===== src/rtl/axi_lite_pkg.sv =====
// Shared AXI-Lite definitions: BRESP encodings and error classification.
package axi_lite_pkg;

  localparam int unsigned BRESP_W = 2;

  typedef enum logic [BRESP_W-1:0] {
    RESP_OKAY   = 2'b00,
    RESP_EXOKAY = 2'b01,
    RESP_SLVERR = 2'b10,
    RESP_DECERR = 2'b11
  } bresp_e;

  // SLVERR and DECERR share a set MSB; OKAY/EXOKAY do not.
  function automatic logic resp_is_err(input logic [BRESP_W-1:0] resp);
    return resp[BRESP_W-1];
  endfunction

endpackage


===== src/rtl/sync_fifo.sv =====
// Power-of-two circular buffer with registered occupancy; head is read from storage.
module sync_fifo #(
  parameter int unsigned DEPTH = 4,
  parameter int unsigned WIDTH = 2
) (
  input  logic                     clk,
  input  logic                     rst,
  input  logic                     push,
  input  logic                     pop,
  input  logic [WIDTH-1:0]         wdata,
  output logic [WIDTH-1:0]         rdata,
  output logic [$clog2(DEPTH):0]   count,
  output logic                     full,
  output logic                     empty
);

  localparam int unsigned AW = $clog2(DEPTH);
  localparam int unsigned CW = AW + 1;

  logic [WIDTH-1:0] mem [DEPTH];
  logic [AW-1:0]    wr_ptr;
  logic [AW-1:0]    rd_ptr;
  logic             wr_en;
  logic             rd_en;

  assign full  = (count == CW'(DEPTH));
  assign empty = (count == '0);
  assign wr_en = push && !full;
  assign rd_en = pop && !empty;
  assign rdata = mem[rd_ptr];

  // Pointers wrap naturally because DEPTH is a power of two.
  always_ff @(posedge clk or posedge rst) begin
    if (rst) begin
      wr_ptr <= '0;
      rd_ptr <= '0;
      count  <= '0;
    end else begin
      if (wr_en) wr_ptr <= wr_ptr + 1'b1;
      if (rd_en) rd_ptr <= rd_ptr + 1'b1;
      case ({wr_en, rd_en})
        2'b10:   count <= count + 1'b1;
        2'b01:   count <= count - 1'b1;
        default: count <= count;
      endcase
    end
  end

  // Storage needs no reset: the head is only observed while count is non-zero.
  always_ff @(posedge clk) begin
    if (wr_en) mem[wr_ptr] <= wdata;
  end

endmodule


===== src/rtl/write_response_queue.sv =====
// Buffers AXI B responses between slave and master sides, counting error
// responses delivered and flagging a head that stalls too long.
module write_response_queue
  import axi_lite_pkg::*;
#(
  parameter int unsigned DEPTH   = 4,
  parameter int unsigned RESP_W  = 2,
  parameter int unsigned CNT_W   = 8,
  parameter int unsigned TIMEOUT = 256
) (
  input  logic                   ACLK,
  input  logic                   ARESETn,
  input  logic                   s_BVALID,
  output logic                   s_BREADY,
  input  logic [RESP_W-1:0]      s_BRESP,
  output logic                   m_BVALID,
  input  logic                   m_BREADY,
  output logic [RESP_W-1:0]      m_BRESP,
  output logic [$clog2(DEPTH):0] count,
  output logic [CNT_W-1:0]       err_cnt,
  output logic                   timeout,
  input  logic                   clr
);

  localparam int unsigned SW = $clog2(TIMEOUT + 1);

  logic              push;
  logic              pop;
  logic              full;
  logic              empty;
  logic              stall;
  logic              err_pop;
  logic [RESP_W-1:0] head;
  logic [SW-1:0]     stall_cnt;

  sync_fifo #(
    .DEPTH (DEPTH),
    .WIDTH (RESP_W)
  ) u_fifo (
    .clk   (ACLK),
    .rst   (ARESETn),
    .push  (push),
    .pop   (pop),
    .wdata (s_BRESP),
    .rdata (head),
    .count (count),
    .full  (full),
    .empty (empty)
  );

  // Ready is held low for the whole time reset is asserted.
  assign s_BREADY = !ARESETn && !full;
  assign m_BVALID = !empty;
  assign m_BRESP  = empty ? '0 : head;

  assign push    = s_BVALID && s_BREADY;
  assign pop     = m_BVALID && m_BREADY;
  assign stall   = m_BVALID && !m_BREADY;
  assign err_pop = pop && resp_is_err(m_BRESP[RESP_W-1 -: BRESP_W]);

  // Stall watchdog and error statistics; clr wins over a same-cycle update.
  always_ff @(posedge ACLK or posedge ARESETn) begin
    if (ARESETn) begin
      stall_cnt <= '0;
      timeout   <= 1'b0;
      err_cnt   <= '0;
    end else begin
      if (!stall) begin
        stall_cnt <= '0;
      end else if (stall_cnt != SW'(TIMEOUT)) begin
        stall_cnt <= stall_cnt + 1'b1;
      end

      if (clr) begin
        timeout <= 1'b0;
      end else if (stall && (stall_cnt == SW'(TIMEOUT - 1))) begin
        timeout <= 1'b1;
      end

      if (clr) begin
        err_cnt <= '0;
      end else if (err_pop && (err_cnt != '1)) begin
        err_cnt <= err_cnt + 1'b1;
      end
    end
  end

endmodule


===== config.mk =====
export PLATFORM = sky130hd
export DESIGN_NAME = write_response_queue
export DESIGN_NICKNAME = d
export VERILOG_FILES = /design/src/rtl/axi_lite_pkg.sv /design/src/rtl/sync_fifo.sv /design/src/rtl/write_response_queue.sv
export SDC_FILE = /design/constraint.sdc
export NUM_CORES = 1
export LEC_CHECK = 0
export BUFFER_PORTS_ARGS = -buffer_cell sky130_fd_sc_hd__clkbuf_2
export CAP_MARGIN = 20
export CORE_ASPECT_RATIO = 0.9
export CORE_MARGIN = 2
export CORE_UTILIZATION = 45
export CTS_CLUSTER_SIZE = 10
export DETAILED_ROUTE_END_ITERATION = 7
export PLACE_DENSITY = 0.66
export RECOVER_POWER = 100
export SLEW_MARGIN = 10
export SYNTH_ARGS = -nofsm -noshare
export SYNTH_HDL_FRONTEND = slang
export SYNTH_SLANG_ARGS = --single-unit

===== constraint.sdc =====
create_clock -name ACLK -period 1.9 [get_ports ACLK]
set_clock_uncertainty 0.05 [all_clocks]
set_input_delay 0.38 -clock ACLK [delete_from_list [all_inputs] [get_ports ACLK]]
set_output_delay 0.38 -clock ACLK [all_outputs]
set_load 0.005 [all_outputs]

# ---- After elaboration in Yosys (flattened, before gate mapping)
# Memories as Yosys holds them, arrays and structs flattened.
# Cells that the tools add are included.
dict set report totals {
  register_bits 25
  ram_bits 8
  input_bits 7
  output_inout_bits 16
  elab_cells 47
  mem_count 1
}
# memory words word_bits rd rd_ports_with_merged_regs wr line_no
set memory_table {}
lappend memory_table {u_fifo.mem 4 2 1 0 1 sync_fifo.sv:20} ;# logic [WIDTH-1:0] mem [DEPTH];
dict set report op_classes {
  add_sub_neg 6
  eq_ne 7
  mux 10
  n_reduce_logical 17
}
# cell n
set op_table {}
lappend op_table {{$mux W9} 2}
lappend op_table {{$mux W8} 2}
lappend op_table {{$add A9 B1 Y9 const B} 1}
lappend op_table {{$eq A9 B8 Y1 const B} 1}
lappend op_table {{$logic_and A1 B1 Y1} 9}
lappend op_table {{$ne A9 B9 Y1 const B} 1}
lappend op_table {{$add A8 B1 Y8 const B} 1}
lappend op_table {{$ne A8 B8 Y1 const B} 1}
lappend op_table {{$pmux W3 S2} 1}
lappend op_table {{$reduce_bool A2 Y1} 3}
lappend op_table {{$add A2 B1 Y2 const B} 2}
lappend op_table {{$logic_not A1 Y1} 4}
lappend op_table {{$mux W1} 4}
lappend op_table {{$add A3 B1 Y3 const B} 1}
lappend op_table {{$eq A3 B3 Y1 const B} 1}
lappend op_table {{$logic_not A3 Y1} 1}
lappend op_table {{$sub A3 B1 Y3 const B} 1}
lappend op_table {{$eq A2 B1 Y1 const B} 1}
lappend op_table {{$eq A2 B2 Y1 const B} 1}
lappend op_table {{$mux W2} 1}
lappend op_table {{$ne A2 B1 Y1 const B} 1}

# ---- Logic depth before layout (Yosys ltp)
# Gate-level depths: netlist of run 1.
dict set report logic_depth {
  depth_word 7
  depth_mapped 10
  ltp_nobuf 10
}

# ---- Modules after synthesis
# A second synthesis of run 1 with hierarchy kept.
dict set report unflattened {
  cells_unflattened 150
  area_unflattened_um2 1701.6
}
# mod n_inst cells_each area_per_inst_um2 seq_area_each_um2
set by_module_without_submodules {}
lappend by_module_without_submodules {write_response_queue 1 102 972.2 450.4}
lappend by_module_without_submodules {sync_fifo 1 48 729.4 415.4}

# ---- Worst setup path after synthesis of run 1
# No wires, ideal clock.
dict set report synth_timing {
  path_kind {register to register}
  startpoint {register u_fifo.count[0]}
  endpoint {register u_fifo.count[2]}
  setup_ns 0.079
  arrival_time_ns 1.904
  t_required_ns 1.771
  path_slack_ns -0.134
  path_stages_with_launch 11
  path_buffers 0
  path_cell_list {dfrtp_1 -> inv_1 -> a31oi_1 -> and2_1 -> inv_1 -> ha_1 -> inv_1 -> fa_1 -> xor2_1 -> nor2_1 -> xor2_1}
}
dict set report synth_between {
  elab_chain_len 7
  word_cells_on_any_way 15
}
# item line_no
set synth_rtl {}
lappend synth_rtl {{from (decl)} sync_fifo.sv:12} ;# output logic [$clog2(DEPTH):0] count,
lappend synth_rtl {{from (signal assigned)} sync_fifo.sv:42} ;# 2'b10: count <= count + 1'b1;
lappend synth_rtl {{from (signal assigned)} sync_fifo.sv:43} ;# 2'b01: count <= count - 1'b1;
lappend synth_rtl {{from (signal assigned)} sync_fifo.sv:44} ;# default: count <= count;
lappend synth_rtl {{$eq A3 B3 Y1 (*)} sync_fifo.sv:26} ;# assign full = (count == CW'(DEPTH));
lappend synth_rtl {{$logic_not A1 Y1 (*)} write_response_queue.sv:52} ;# assign s_BREADY = !ARESETn && !full;
lappend synth_rtl {{$logic_and A1 B1 Y1 (*)} write_response_queue.sv:52}
lappend synth_rtl {{net s_BREADY} write_response_queue.sv:14} ;# output logic s_BREADY,
lappend synth_rtl {{$logic_and A1 B1 Y1 (*)} write_response_queue.sv:56} ;# assign push = s_BVALID && s_BREADY;
lappend synth_rtl {{$logic_and A1 B1 Y1 (*)} sync_fifo.sv:28} ;# assign wr_en = push && !full;
lappend synth_rtl {{$eq A2 B1 Y1 or $eq A2 B2 Y1 (tied branches)} sync_fifo.sv:41} ;# case ({wr_en, rd_en})
lappend synth_rtl {{$pmux W3 S2 or $reduce_bool A2 Y1 (tied branches)} -}
# The timed path passes the listed nets; every way through them passes the cells marked *.
# A chain may end at the register's enable or synchronous reset.

# ---- Worst setup path in the final report of run 1
dict set report layout_timing {
  startpoint {register u_fifo.rd_ptr[0]}
  endpoint {output port m_BRESP[1]}
}
dict set report layout_between {
  elab_chain_len 2
}
# item line_no
set layout_rtl {}
lappend layout_rtl {{from (decl)} sync_fifo.sv:22} ;# logic [AW-1:0] rd_ptr;
lappend layout_rtl {{from (signal assigned)} sync_fifo.sv:40} ;# if (rd_en) rd_ptr <= rd_ptr + 1'b1;
lappend layout_rtl {{$mem_v2 Z4 W2} -}
lappend layout_rtl {{$mux W2} write_response_queue.sv:54} ;# assign m_BRESP = empty ? '0 : head;
lappend layout_rtl {{to (decl)} write_response_queue.sv:18} ;# output logic [RESP_W-1:0] m_BRESP,
# No other way between the ends.

==> flow_metrics.tcl, run 1 <==
set metrics [dict create \
    grt_pass1_vias 1144 \
    clk_pin_slew_worst_paths_ns 0.07 \
    p_leak_uw 0.000899 \
    hold_ws_ns 0.0605 \
    grtUsageTotal 0.177 \
    holdBufCountCts 0 \
    crit-reg2reg-launch "u_fifo.count[1]" \
    fin_crit_sh 0.983 \
    syn2layout_area_growth_pct 23.9 \
    cts_sinks 33 \
    p_switching_uw 805 \
    fin_ws_ns 0.0325 \
    end_kind "primary output" \
    required_ns 1.47 \
    async_reset_ff_frac 0.758 \
    synth.most_common_cell "dfrtp_1" \
    postSynthCellCount 145 \
    routed_wl_um 3180 \
    die_y_um 61.4 \
    grt_overflow_total 0 \
    start_util 0.477 \
    ys_seq_elements 33 \
    dp_hpwl_um 2330 \
    avgSynthCellArea_um2 11.4 \
    period_needed_ns 1.87 \
    antenna_cells 0 \
    design_area_mm2 0.00204 \
    register_area_um2 868 \
    h-tree-depth 2 \
    finalSetupViolCount 0 \
    critPathKind "flip-flop to primary output" \
    coreArea_mm2 0.00345 \
    crit_arrival_ns 1.44 \
    tightestPinTransition_ns 0.949 \
    clk_latency_ns 0.28 \
    p_int_uw 1770 \
    num_vias 1205 \
    ctsRootBufferMaster "clkbuf_8" \
    dieArea_mm2 0.00416 \
    comb_power_share 0.350 \
    drc 0 \
    clkPwrFrac 0.260 \
    numCtsBuffers 5 \
    status "complete, no violations" \
    fin_nets 204 \
    hp-class "primary input to asynchronous set/reset pin" \
    seq_area_frac_synth 0.525 \
    timing.fmax_ghz 0.535 \
    cp_cell_sequence "mux4_2, nor2b_1, clkbuf_2" \
    synth_top_area_frac 0.380 \
    wire_per_inst_um 13.7 \
    vias_per_cell 5.19 \
    ant_nets 0 \
    dpl_cell_area_mm2 0.00186 \
    power_density_mw_per_mm2 1260 \
    power_uw 2580 \
    synth.cell_area_mm2 0.00165 \
    max-clock-path-buffers 2 \
    fillCellCount 312 \
    drive_above_1_share 0.239 \
    startpoint "u_fifo.rd_ptr[0]" \
    grt_pass1_wl_um 5310 \
    synth_nets 162 \
    yosysTopAreaCell "dfrtp_1" \
    slew_viol_final 0 \
    slew-limit-headroom 0.367 \
    maxCapViolations 0 \
    multi_input_area_um2 754 \
    rows 20 \
    drt_pass1_iterations 4 \
    synth-main-ff-cell "dfrtp_1" \
    synth-edff-count 8 \
    yosysWarnings 0 \
    slowest_stage "mux4_2" \
    seq_power_share 0.390 \
    cp_max_fo 3 \
    yosys-top-cells-area "dfrtp_1 (38%), edfxtp_1 (15%), ha_1 (6.8%)" \
    io_buffers 22 \
    grt_max_degree 18 \
    die_x_um 67.8 \
    critPathMaxStageDelay_ns 0.51 \
    io_pins 23 \
    switching_share 0.312 \
    rsz0062_at_grt "true" \
    cts_tree "yes" \
    startpoint_type "flip-flop" \
    dpl_worst_slack_ns -0.0359 \
    synth.distinct_cells 35 \
    routabilityCongestion 0.814 \
    finalHoldViolCount 0 \
    netlist_top_cells_count "dfrtp_1 (25), inv_1 (12), nor2_1 (11)" \
    drt_iter0_drc 47 \
    vdd_drop_max_uv 714 \
    antenna_found_initial 0 \
]
[routing by layer]
layer,routed length (um),global-route usage
met5,0,0
met4,35,0.0714
met3,147,0.0439
met2,1510,0.280
met1,1490,0.236
[placed cells by master (no fill, tap or decap), types with 2 or more instances in the layout]
| master | count |
|---|---|
| dfrtp_1 | 23 |
| a21oi_1 | 10 |
| clkbuf_2 | 12 |
| clkbuf_8 | 6 |
| mux2i_1 | 2 |
| o31ai_1 | 3 |
| or4_1 | 3 |
| dfrtp_2 | 2 |
| clkbuf_1 | 15 |
| and3_1 | 7 |
| nor4b_1 | 2 |
| or3_1 | 3 |
| xnor2_1 | 5 |
| xor2_1 | 8 |
| inv_2 | 4 |
| nor2_1 | 11 |
| edfxtp_1 | 8 |
| buf_4 | 12 |
| mux4_2 | 2 |
| ha_1 | 8 |
| nand2_1 | 6 |
| inv_1 | 8 |
| nor2b_1 | 2 |
| nand3_1 | 10 |
| o21ai_0 | 2 |
[through the flow]
step / cells / util / TNS [ns]
floorplan: 145 / - / 0
global placement: 214 / 0.539 / 0
detailed placement: 214 / 0.539 / -0.0359
CTS: 224 / 0.577 / -0.0117
global route: 232 / 0.591 / -0.0434
finish: 232 / 0.591 / 0
[critical path, delay by kind of cell (launching register included)]
family                 cells  cell delay (ns)
buffers and inverters      1             0.10
DFF                        1             0.40
muxes                      1             0.51
and+or+nand+nor            1             0.14
[worst paths after layout]
path,endpoint,slack [ns],depth (start not counted)
max,m_BRESP[1],0.03,3
min,u_fifo.rd_ptr[1],0.06,2
max reg2reg,u_fifo.count[2],0.06,10
min reg2reg,timeout,0.47,2
max in group asynchronous,u_fifo.count[2],0.49,3
min in group ACLK,u_fifo.mem[3][0],0.32,1
[state kept, by name, indices dropped and copies added (netlist names)]
name,count
stall_cnt,9
err_cnt,8
u_fifo.mem,8
u_fifo.count,3
u_fifo.rd_ptr,2
u_fifo.wr_ptr,2
timeout,1
[area by class of cell]
class	instances	share of cell area
repair buffers	38	0.0993
multi-input cells	97	0.369
inverters	12	0.0221
flip-flops and latches	33	0.425
clock inverters	1	0.0147
clock buffers	7	0.0423
well taps	44	0.0270
[power by group through the flow]
| stage | clock [uW] | combinational (uW) | sequential (uW) |
|---|---|---|---|
| 2_1_floorplan | 0 | 517 | 999 |
| 3_3_place_gp | 0 | 742 | 1010 |
| 3_5_place_dp | 0 | 773 | 1020 |
| 4_1_cts | 685 | 819 | 1010 |
| 5_1_grt | 722 | 1000 | 1030 |
| 6_report | 670 | 902 | 1010 |
[kinds of logic (layout without fill, tap and decap cells)]
kind of cell / count (synthesis) / after routing / synth area share
AO/OA/AOI/OAI: 19 / 19 / 0.0759
buffers and inverters: 15 / 58 / 0.0387
flip-flops: 33 / 33 / 0.525
XOR/XNOR: 13 / 13 / 0.0691
AND/OR/NAND/NOR: 50 / 50 / 0.162
multiplexers: 5 / 5 / 0.0486
adder cells (fa/ha/maj): 10 / 10 / 0.0805
[timing repair]
item / CTS / global route
endpoints found under the setup margin: 3 / 6
pin swaps: 0 / 4
resized for setup: 3 / 4
buffers inserted: 2 / 8
Note: power is estimated with default switching activity, not from simulation.
==> run 2, diff against run 1 <==
Settings changed: ABC_AREA from default to 1, PLACE_DENSITY 0.66 to 0.65.
==> flow_metrics.tcl, run 2 <==
set metrics [dict create \
    drt_pass1_iterations 4 \
    routed_wl_um 3150 \
    synth.most_common_cell "nand2_1" \
    tightestPinTransition_ns 0.861 \
    dieArea_mm2 0.00453 \
    timing.fmax_ghz 0.561 \
    synth_top_area_frac 0.347 \
    routabilityCongestion 0.758 \
    netlist_top_cells_count "nand2_1 (38), inv_1 (31), nand3_1 (29)" \
    yosys-top-cells-area "dfrtp_1 (35%), edfxtp_1 (13%), nand3_1 (8.1%)" \
    io_buffers 22 \
    coreArea_mm2 0.00378 \
    grt_pass1_wl_um 5850 \
    drc 0 \
    p_leak_uw 0.00103 \
    crit_arrival_ns 1.90 \
    holdBufCountCts 0 \
    design_area_mm2 0.00209 \
    tns_ns 0 \
    ant_nets 0 \
    hp-class "primary input to asynchronous set/reset pin" \
    path_delay_family "adder cells" \
    synth_nets 233 \
    period_needed_ns 1.78 \
    critPathMaxStageDelay_ns 0.40 \
    grt_pass1_vias 1359 \
    post_cts_buffers 0 \
    ctsRootBufferMaster "clkbuf_8" \
    crit_path_frequent_cell "a21oi_1" \
    finalSetupViolCount 0 \
    postSynthCellCount 216 \
    slew-limit-headroom 0.426 \
    cp.depth 9 \
    fin_nets 266 \
    vias_per_cell 4.80 \
    clk_pin_slew_worst_paths_ns 0.07 \
    die_x_um 70.7 \
    async_reset_ff_frac 0.758 \
    cts_tree "yes" \
    dpl_cell_area_mm2 0.00203 \
    finalHoldViolCount 0 \
    cts_sinks 33 \
    final_cell_mix "nand2_1 (39), inv_1 (33), nand3_1 (29), nor2_1 (28), dfrtp_1 (25)" \
    cp_max_fo 3 \
    startpoint_type "flip-flop" \
    synth.distinct_cells 24 \
    numCtsBuffers 5 \
    stdcell_count 296 \
    cp_cell_sequence "nor2_4, a21oi_1, nand2_2, ha_4, inv_2, fa_2, a21oi_1, o21ai_1, xor2_1" \
    path_buf_inv 1 \
    end_kind "flip-flop" \
    register_area_um2 866 \
    synth-edff-count 8 \
    seq_area_frac_synth 0.481 \
    largest-register "stall_cnt" \
    crit-reg2reg-launch "u_fifo.count[0]" \
    synth.cell_area_mm2 0.00180 \
    drt_iter0_drc 84 \
    rows 21 \
    startpoint "u_fifo.count[0]" \
    place_inst 288 \
    post_cts_resized 0 \
    maxCapViolations 0 \
    r2r_slack_ns 0.12 \
    reg2reg_depth 9 \
    slowest_stage "dfrtp_1" \
    grt_overflow_total 0 \
    reg2reg_to "u_fifo.count[2]" \
    syn2layout_area_growth_pct 16.2 \
    yosysTopAreaCell "dfrtp_1" \
    critPathKind "flip-flop to flip-flop" \
    avgSynthCellArea_um2 8.34 \
    grt_max_degree 17 \
    dp_hpwl_um 2370 \
    top_regs "stall_cnt (9), err_cnt (8), u_fifo.mem (8)" \
    clk_latency_ns 0.28 \
    max-clock-path-buffers 2 \
    status "complete, no violations" \
    worstSetupEndpoint "u_fifo.count[2]" \
    h-tree-depth 2 \
    power_density_mw_per_mm2 1180 \
    fin_crit_sh 0.938 \
    drive_above_1_share 0.148 \
    yosysWarnings 0 \
    vdd_drop_max_uv 546 \
    wire_per_inst_um 10.6 \
    synth-main-ff-cell "dfrtp_1" \
    required_ns 2.01 \
    largest_register_ffs 9 \
    fillCellCount 365 \
    power_uw 2470 \
    ys_seq_elements 33 \
    num_vias 1420 \
    grtUsageTotal 0.164 \
    die_y_um 64.0 \
    slew_viol_final 0 \
    multi_input_area_um2 790 \
    antenna_cells 0 \
    start_util 0.476 \
    antenna_found_initial 0 \
    layout.cells.most_common "nand2_1" \
    io_pins 23 \
    rsz0062_at_grt "false" \
]
run 2: cell type report:
cell class,count,area share
clock buffer,5,0.0329
clock inverter,3,0.0197
inverter,39,0.0699
multi-input combinational,143,0.377
sequential,33,0.414
tap,46,0.0275
timing repair buffer,27,0.0592
run 2: cell families after synthesis:
group                    share of synthesized area
flip-flops                                   0.481
AND/OR/NAND/NOR                              0.267
adder cells (fa/ha/maj)                     0.0736
XOR/XNOR                                    0.0292
AO/OA/AOI/OAI                               0.0667
buffers and inverters                       0.0833
run 2: how the worst min path moves through the flow:
stage | startpoint | endpoint | slack (ns) | cells past startpoint
after global placement | ARESETn | u_fifo.rd_ptr[1] | 0.38 | 2
after global routing | ARESETn | u_fifo.rd_ptr[0] | 0.07 | 2
after CTS | ARESETn | u_fifo.rd_ptr[1] | 0.06 | 2
after detailed placement | ARESETn | u_fifo.rd_ptr[1] | 0.37 | 2
final | ARESETn | u_fifo.rd_ptr[1] | 0.02 | 2
after floorplan | ARESETn | err_cnt[0] | 0.36 | 1
run 2: stage by stage:
step	worst slack, ns	utilization	hold WS (ns)
final	0.117	0.553	0.0176
after global routing	0.0207	0.553	0.0664
after CTS	0.0942	0.566	0.0593
after detailed placement	0.124	0.537	0.370
after global placement	0.142	0.537	0.384
after floorplan	0.0410	-	0.357
run 2: worst register-to-register path, stage by stage (launching register included):
cell	delay, ns
dfrtp_1	0.40
nor2_4	0.16
a21oi_1	0.11
nand2_2	0.11
ha_4	0.13
inv_2	0.04
fa_2	0.33
a21oi_1	0.12
o21ai_1	0.09
xor2_1	0.14
run 2: routing by layer:
| metal | GRT usage | vias up | part of all wire |
|---|---|---|---|
| li1 | - | 751 | - |
| met1 | 0.203 | 646 | 0.51 |
| met2 | 0.272 | 19 | 0.44 |
| met3 | 0.0505 | 4 | 0.041 |
| met4 | 0.0566 | 0 | 0.013 |
| met5 | 0 | - | 0 |
run 2: power by group:
group	switching, uW	total (uW)	internal, uW
registers	122	981	859
logic	509	853	343
clock network	255	641	386
